`config.mk`:
```
export PLATFORM = sky130hd
export DESIGN_NAME = catch_scoreboard
export DESIGN_NICKNAME = d
export VERILOG_FILES = /design/src/rtl/catch_scoreboard.sv
export SDC_FILE = /design/constraint.sdc
export NUM_CORES = 1
export LEC_CHECK = 0
export ABC_AREA = 1
export CORE_ASPECT_RATIO = 0.8
export CORE_MARGIN = 2
export CORE_UTILIZATION = 27
export CTS_CLUSTER_DIAMETER = 80
export CTS_CLUSTER_SIZE = 40
export DETAILED_ROUTE_END_ITERATION = 6
export SLEW_MARGIN = 20
export SYNTH_ARGS = -nofsm -noshare
export SYNTH_HDL_FRONTEND = slang
export SYNTH_SLANG_ARGS = --single-unit
```
`constraint.sdc`:
```
create_clock -name clk -period 4.9 [get_ports clk]
set_clock_uncertainty 0.1 [all_clocks]
set_input_delay 1.225 -clock clk [delete_from_list [all_inputs] [get_ports clk]]
set_output_delay 1.225 -clock clk [all_outputs]
set_load 0.02 [all_outputs]
```
`src/rtl/catch_scoreboard.sv`:
```
// Four-digit multiplexed seven-segment scoreboard for the catch game: decimal count, status glyph, hex best score.
// Optional leading-zero blanking of the tens digit via `define CATCH_SCOREBOARD_BLANK_EN.
module catch_scoreboard #(
    parameter int DIGIT_CYCLES = 4,
    parameter int FLASH_CYCLES = 8
) (
    input  logic       clk,
    input  logic       rst,
    input  logic       durum,
    input  logic [3:0] yakalama_sayisi,
    output logic [6:0] seg,
    output logic [3:0] an,
    output logic       flash,
    output logic [3:0] high_score
);
    localparam int CNT_W = (DIGIT_CYCLES > 1) ? $clog2(DIGIT_CYCLES) : 1;
    localparam logic [CNT_W-1:0] SCAN_LAST = CNT_W'(DIGIT_CYCLES - 1);
    localparam logic [7:0] FLASH_LOAD = 8'(FLASH_CYCLES);
    localparam logic [6:0] BLANK = 7'b1111111;

    logic [3:0]       score_reg;
    logic             durum_reg;
    logic [CNT_W-1:0] scan_cnt_reg;
    logic [1:0]       digit_idx_reg;
    logic [7:0]       flash_cnt_reg;
    logic [7:0]       flash_cnt_next;
    logic [6:0]       seg_next;
    logic [3:0]       an_next;
    logic [3:0]       high_score_next;
    logic             tens;
    logic [3:0]       ones;

    function automatic logic [6:0] glyph(input logic [3:0] v);
        logic [6:0] g;
        case (v)
            4'h0: g = 7'b1000000;
            4'h1: g = 7'b1111001;
            4'h2: g = 7'b0100100;
            4'h3: g = 7'b0110000;
            4'h4: g = 7'b0011001;
            4'h5: g = 7'b0010010;
            4'h6: g = 7'b0000010;
            4'h7: g = 7'b1111000;
            4'h8: g = 7'b0000000;
            4'h9: g = 7'b0010000;
            4'hA: g = 7'b0001000;
            4'hB: g = 7'b0000011;
            4'hC: g = 7'b1000110;
            4'hD: g = 7'b0100001;
            4'hE: g = 7'b0000110;
            default: g = 7'b0001110;
        endcase
        return g;
    endfunction

    // Count is limited to 0..15, so the tens digit is never more than 1.
    always_comb begin
        tens     = (score_reg >= 4'd10);
        ones     = tens ? (score_reg - 4'd10) : score_reg;
        seg_next = BLANK;
        case (digit_idx_reg)
            2'd0: seg_next = glyph(ones);
`ifdef CATCH_SCOREBOARD_BLANK_EN
            2'd1: seg_next = tens ? glyph(4'd1) : BLANK;
`else
            2'd1: seg_next = glyph({3'b000, tens});
`endif
            2'd2: seg_next = glyph({3'b000, durum_reg});
            default: seg_next = glyph(high_score);
        endcase
    end

    generate
        for (genvar gi = 0; gi < 4; gi++) begin : g_an
            assign an_next[gi] = (digit_idx_reg != 2'(gi));
        end
    endgenerate

    // An increase is judged against the previous sample, so a held value triggers only once.
    always_comb begin
        flash_cnt_next = flash_cnt_reg;
        if (yakalama_sayisi > score_reg)
            flash_cnt_next = FLASH_LOAD;
        else if (flash_cnt_reg != 8'd0)
            flash_cnt_next = flash_cnt_reg - 8'd1;
        high_score_next = (yakalama_sayisi > high_score) ? yakalama_sayisi : high_score;
    end

    always_ff @(posedge clk or negedge rst) begin
        if (!rst) begin
            score_reg     <= 4'd0;
            durum_reg     <= 1'b0;
            scan_cnt_reg  <= '0;
            digit_idx_reg <= 2'd0;
            flash_cnt_reg <= 8'd0;
            seg           <= BLANK;
            an            <= 4'b1111;
            high_score    <= 4'd0;
        end else begin
            score_reg     <= yakalama_sayisi;
            durum_reg     <= durum;
            flash_cnt_reg <= flash_cnt_next;
            seg           <= seg_next;
            an            <= an_next;
            high_score    <= high_score_next;
            if (scan_cnt_reg == SCAN_LAST) begin
                scan_cnt_reg  <= '0;
                digit_idx_reg <= digit_idx_reg + 2'd1;
            end else begin
                scan_cnt_reg <= scan_cnt_reg + 1'b1;
            end
        end
    end

    assign flash = (flash_cnt_reg != 8'd0);

endmodule

```
==> impl_metrics.py <==
metrics = {
    "die": {
        "die_w_microns": 99.6,
        "std_cell_rows": 27,
        "dieArea_sq_um": 8010,
        "die_h_microns": 80.5,
        "pin_count": 23,
        "initial_core_util_pct": 28.2,
        "core-area_sq_um": 6990,
    },
    "worst_setup_path": {
        "crit-reg2reg-launch": "high_score[3]",
        "path_cells": "inv_1 -> ha_1 -> nand2_1 -> nor2_2 -> inv_1 -> clkdlybuf4s50_1",
        "reg2regPathDepth": 7,
        "rrSetupSlack_ns": 2.93,
        "r2r_end": "high_score[2]",
        "crit_path_end_kind": "primary output",
        "critPathKind": "flop to primary output",
        "cp.required_ns": 3.58,
        "cpMostUsedCell": "inv_1",
        "crit_path_start_kind": "flop",
        "crit_fanout": 5,
        "worstPathArrival_ns": 1.96,
        "slowest_stage": "clkdlybuf4s50_1",
        "crit_buf_inv": 3,
        "path_delay_family": "buffers and inverters",
        "critical_path.max_stage_delay_ns": 0.55,
    },
    "global_routing": {
        "grt_use_total_pct": 11.3,
        "grt_pass1_wl_microns": 7140,
        "first_global_vias": 1559,
        "antenna_found_initial": 0,
        "grt_overflow": 0,
        "grt_max_degree": 33,
    },
    "synthesis": {
        "ys_warn_count": 0,
        "synth_edf_count": 0,
        "synth_top_area_share_pct": 26.6,
        "syn_avg_cell_area_sq_um": 8.19,
        "synthFlopType": "dfrtp_1",
        "synthCells": 241,
        "synth_nets": 273,
        "synth.distinct_cells": 25,
        "synth_area_leader_cell": "dfrtp_1",
        "syn-cell-area_sq_um": 1970,
        "ys_seq_elements": 32,
        "synth_seq_area_share_pct": 41.3,
        "ys_top_cells_by_count": "nand2_1 (46), inv_1 (36), ha_1 (25)",
        "yosysMostFrequentCell": "nand2_1",
        "synthArstFlopShare_pct": 100,
        "ys_top_cells_by_area": "dfrtp_1 (27%), ha_1 (16%), dfstp_2 (15%)",
    },
    "layout": {
        "drive_gt1_share_pct": 9.63,
        "final_nets": 301,
        "syn_to_final_growth_pct": 21.1,
        "largest_reg_flops": 8,
        "antenna_cells": 0,
    },
    "timing": {
        "setup_viol": 0,
        "whs_ns": 0.328,
        "final.period_utilization_pct": 66.9,
        "worst_slack_ns": 1.62,
        "finalCriticalPeriod_ns": 3.28,
        "finalSetupTns_ns": 0,
        "worst_pin_slew_ns": 0.417,
        "relSlewSlack_pct": 72.2,
        "max_clock_freq_mhz": 305,
        "timing_hold_violations_final": 0,
        "rsz0062_at_grt": "false",
        "drv_slew": 0,
    },
    "clocking": {
        "cts_buffers": 5,
        "cts.path.max_buffers": 2,
        "cts_resized": 0,
        "insertion_delay_ns": 0.27,
        "cts_root_buffer": "clkbuf_8",
        "cts.sinks": 32,
        "path_clk_slew_ns": 0.07,
        "cts_tree": "built",
        "cts_htree_levels": 2,
        "hold_buffers": 0,
        "post_cts_buffers": 0,
    },
    "flow_run": {
        "max_cap_violations": 0,
    },
    "hold_path": {
        "hp-start": "scan_cnt_reg[0]",
        "hp-class": "flop to flop",
        "hold_path_end": "scan_cnt_reg[0]",
        "hold_depth": 1,
    },
    "place": {
        "dp.final_hpwl_microns": 3100,
        "place_congestion": 0.784,
        "place_ws_ns": 1.91,
        "portBuffers": 22,
    },
    "drt": {
        "wire_per_inst_microns": 11.4,
        "drtAntennaViolNets": 0,
        "routed_wl_microns": 4080,
        "drt-vias-per-instance": 4.54,
        "first_pass_iters": 4,
        "route.detailed.drc": 0,
        "drt-initial-drc-count": 56,
        "vias": 1622,
    },
    "power": {
        "leakagePower_nw": 1.18,
        "total_power_mw": 1.02,
        "p_per_area_nw_per_um2": 427,
        "peakVddDrop_uv": 200,
    },
    "run_status": {
        "status": "finished clean",
    },
}
-- cell type report --
cell class	count	area, sq um
multi-input combinational	168	997
timing repair buffer	23	228
sequential	32	815
fill	736	4600
tap	87	109
clock buffer	8	90.1
inverter	39	151
-- worst reg2reg max path: cells and delay by family (launching register included) --
family                   cells  cell delay, ns
buffers and inverters        1            0.31
AND/OR/NAND/NOR              3            0.31
AO/OA/AOI/OAI                2            0.28
flip-flops                   1            0.51
adder cells (fa/ha/maj)      1            0.39
-- placed cells by master (no fill, tap or decap), types with 11 or more instances in the layout --
| cell type | Yosys | routed |
|---|---|---|
| nor2_1 | 20 | 20 |
| a21oi_1 | 19 | 19 |
| dfstp_2 | 11 | 11 |
| dfrtp_1 | 21 | 21 |
| ha_1 | 25 | 25 |
| clkdlybuf4s50_1 | 0 | 22 |
| inv_1 | 36 | 36 |
| o21ai_0 | 17 | 17 |
| nand2_1 | 46 | 46 |
| nand3_1 | 22 | 22 |
-- how the worst max path moves through the flow --
stage	startpoint	endpoint	slack (ns)	cells past startpoint
after global routing	flash_cnt_reg[0]	flash	1.45	6
after CTS	flash_cnt_reg[0]	flash	1.60	6
after floorplan	flash_cnt_reg[0]	flash	2.54	5
final	flash_cnt_reg[0]	flash	1.62	6
after detailed placement	yakalama_sayisi[1]	flash_cnt_reg[0]	1.91	9
after global placement	yakalama_sayisi[3]	flash_cnt_reg[5]	1.93	7
-- cells by family (layout without fill, tap and decap cells) --
group | count (synthesis) | count (layout) | synth area share (%)
AO/OA/AOI/OAI | 45 | 45 | 12.7
buffers and inverters | 41 | 70 | 8.18
XOR/XNOR | 2 | 2 | 0.888
AND/OR/NAND/NOR | 96 | 96 | 21.1
flip-flops | 32 | 32 | 41.3
adder cells (fa/ha/maj) | 25 | 25 | 15.9
-- power breakdown --
| part | total (mW) | switching, mW | leakage [nW] | internal, mW |
|---|---|---|---|---|
| registers | 0.387 | 0.0657 | 0.374 | 0.321 |
| clock network | 0.204 | 0.0901 | 0.0455 | 0.114 |
| logic | 0.429 | 0.260 | 0.758 | 0.169 |
| total | 1.02 | 0.416 | 1.18 | 0.604 |
-- stage by stage --
| stage | util, % | std cells | instance area (sq um) |
|---|---|---|---|
| after global placement | 32.9 | 349 | 2300 |
| after global routing | 34.2 | 357 | 2390 |
| after CTS | 34.2 | 357 | 2390 |
| after floorplan | - | 241 | 1970 |
| final | 34.2 | 357 | 2390 |
| after detailed placement | 32.9 | 349 | 2300 |
-- per-layer routing --
layer | vias to the layer above | global-route usage, % | wire length (microns)
li1 | 838 | - | -
met2 | 35 | 16.8 | 1640
met5 | - | 0 | 0
met3 | 2 | 3.48 | 197
met1 | 747 | 16.3 | 2240
met4 | 0 | 1.64 | 9
(Power assumes the default switching activity.)
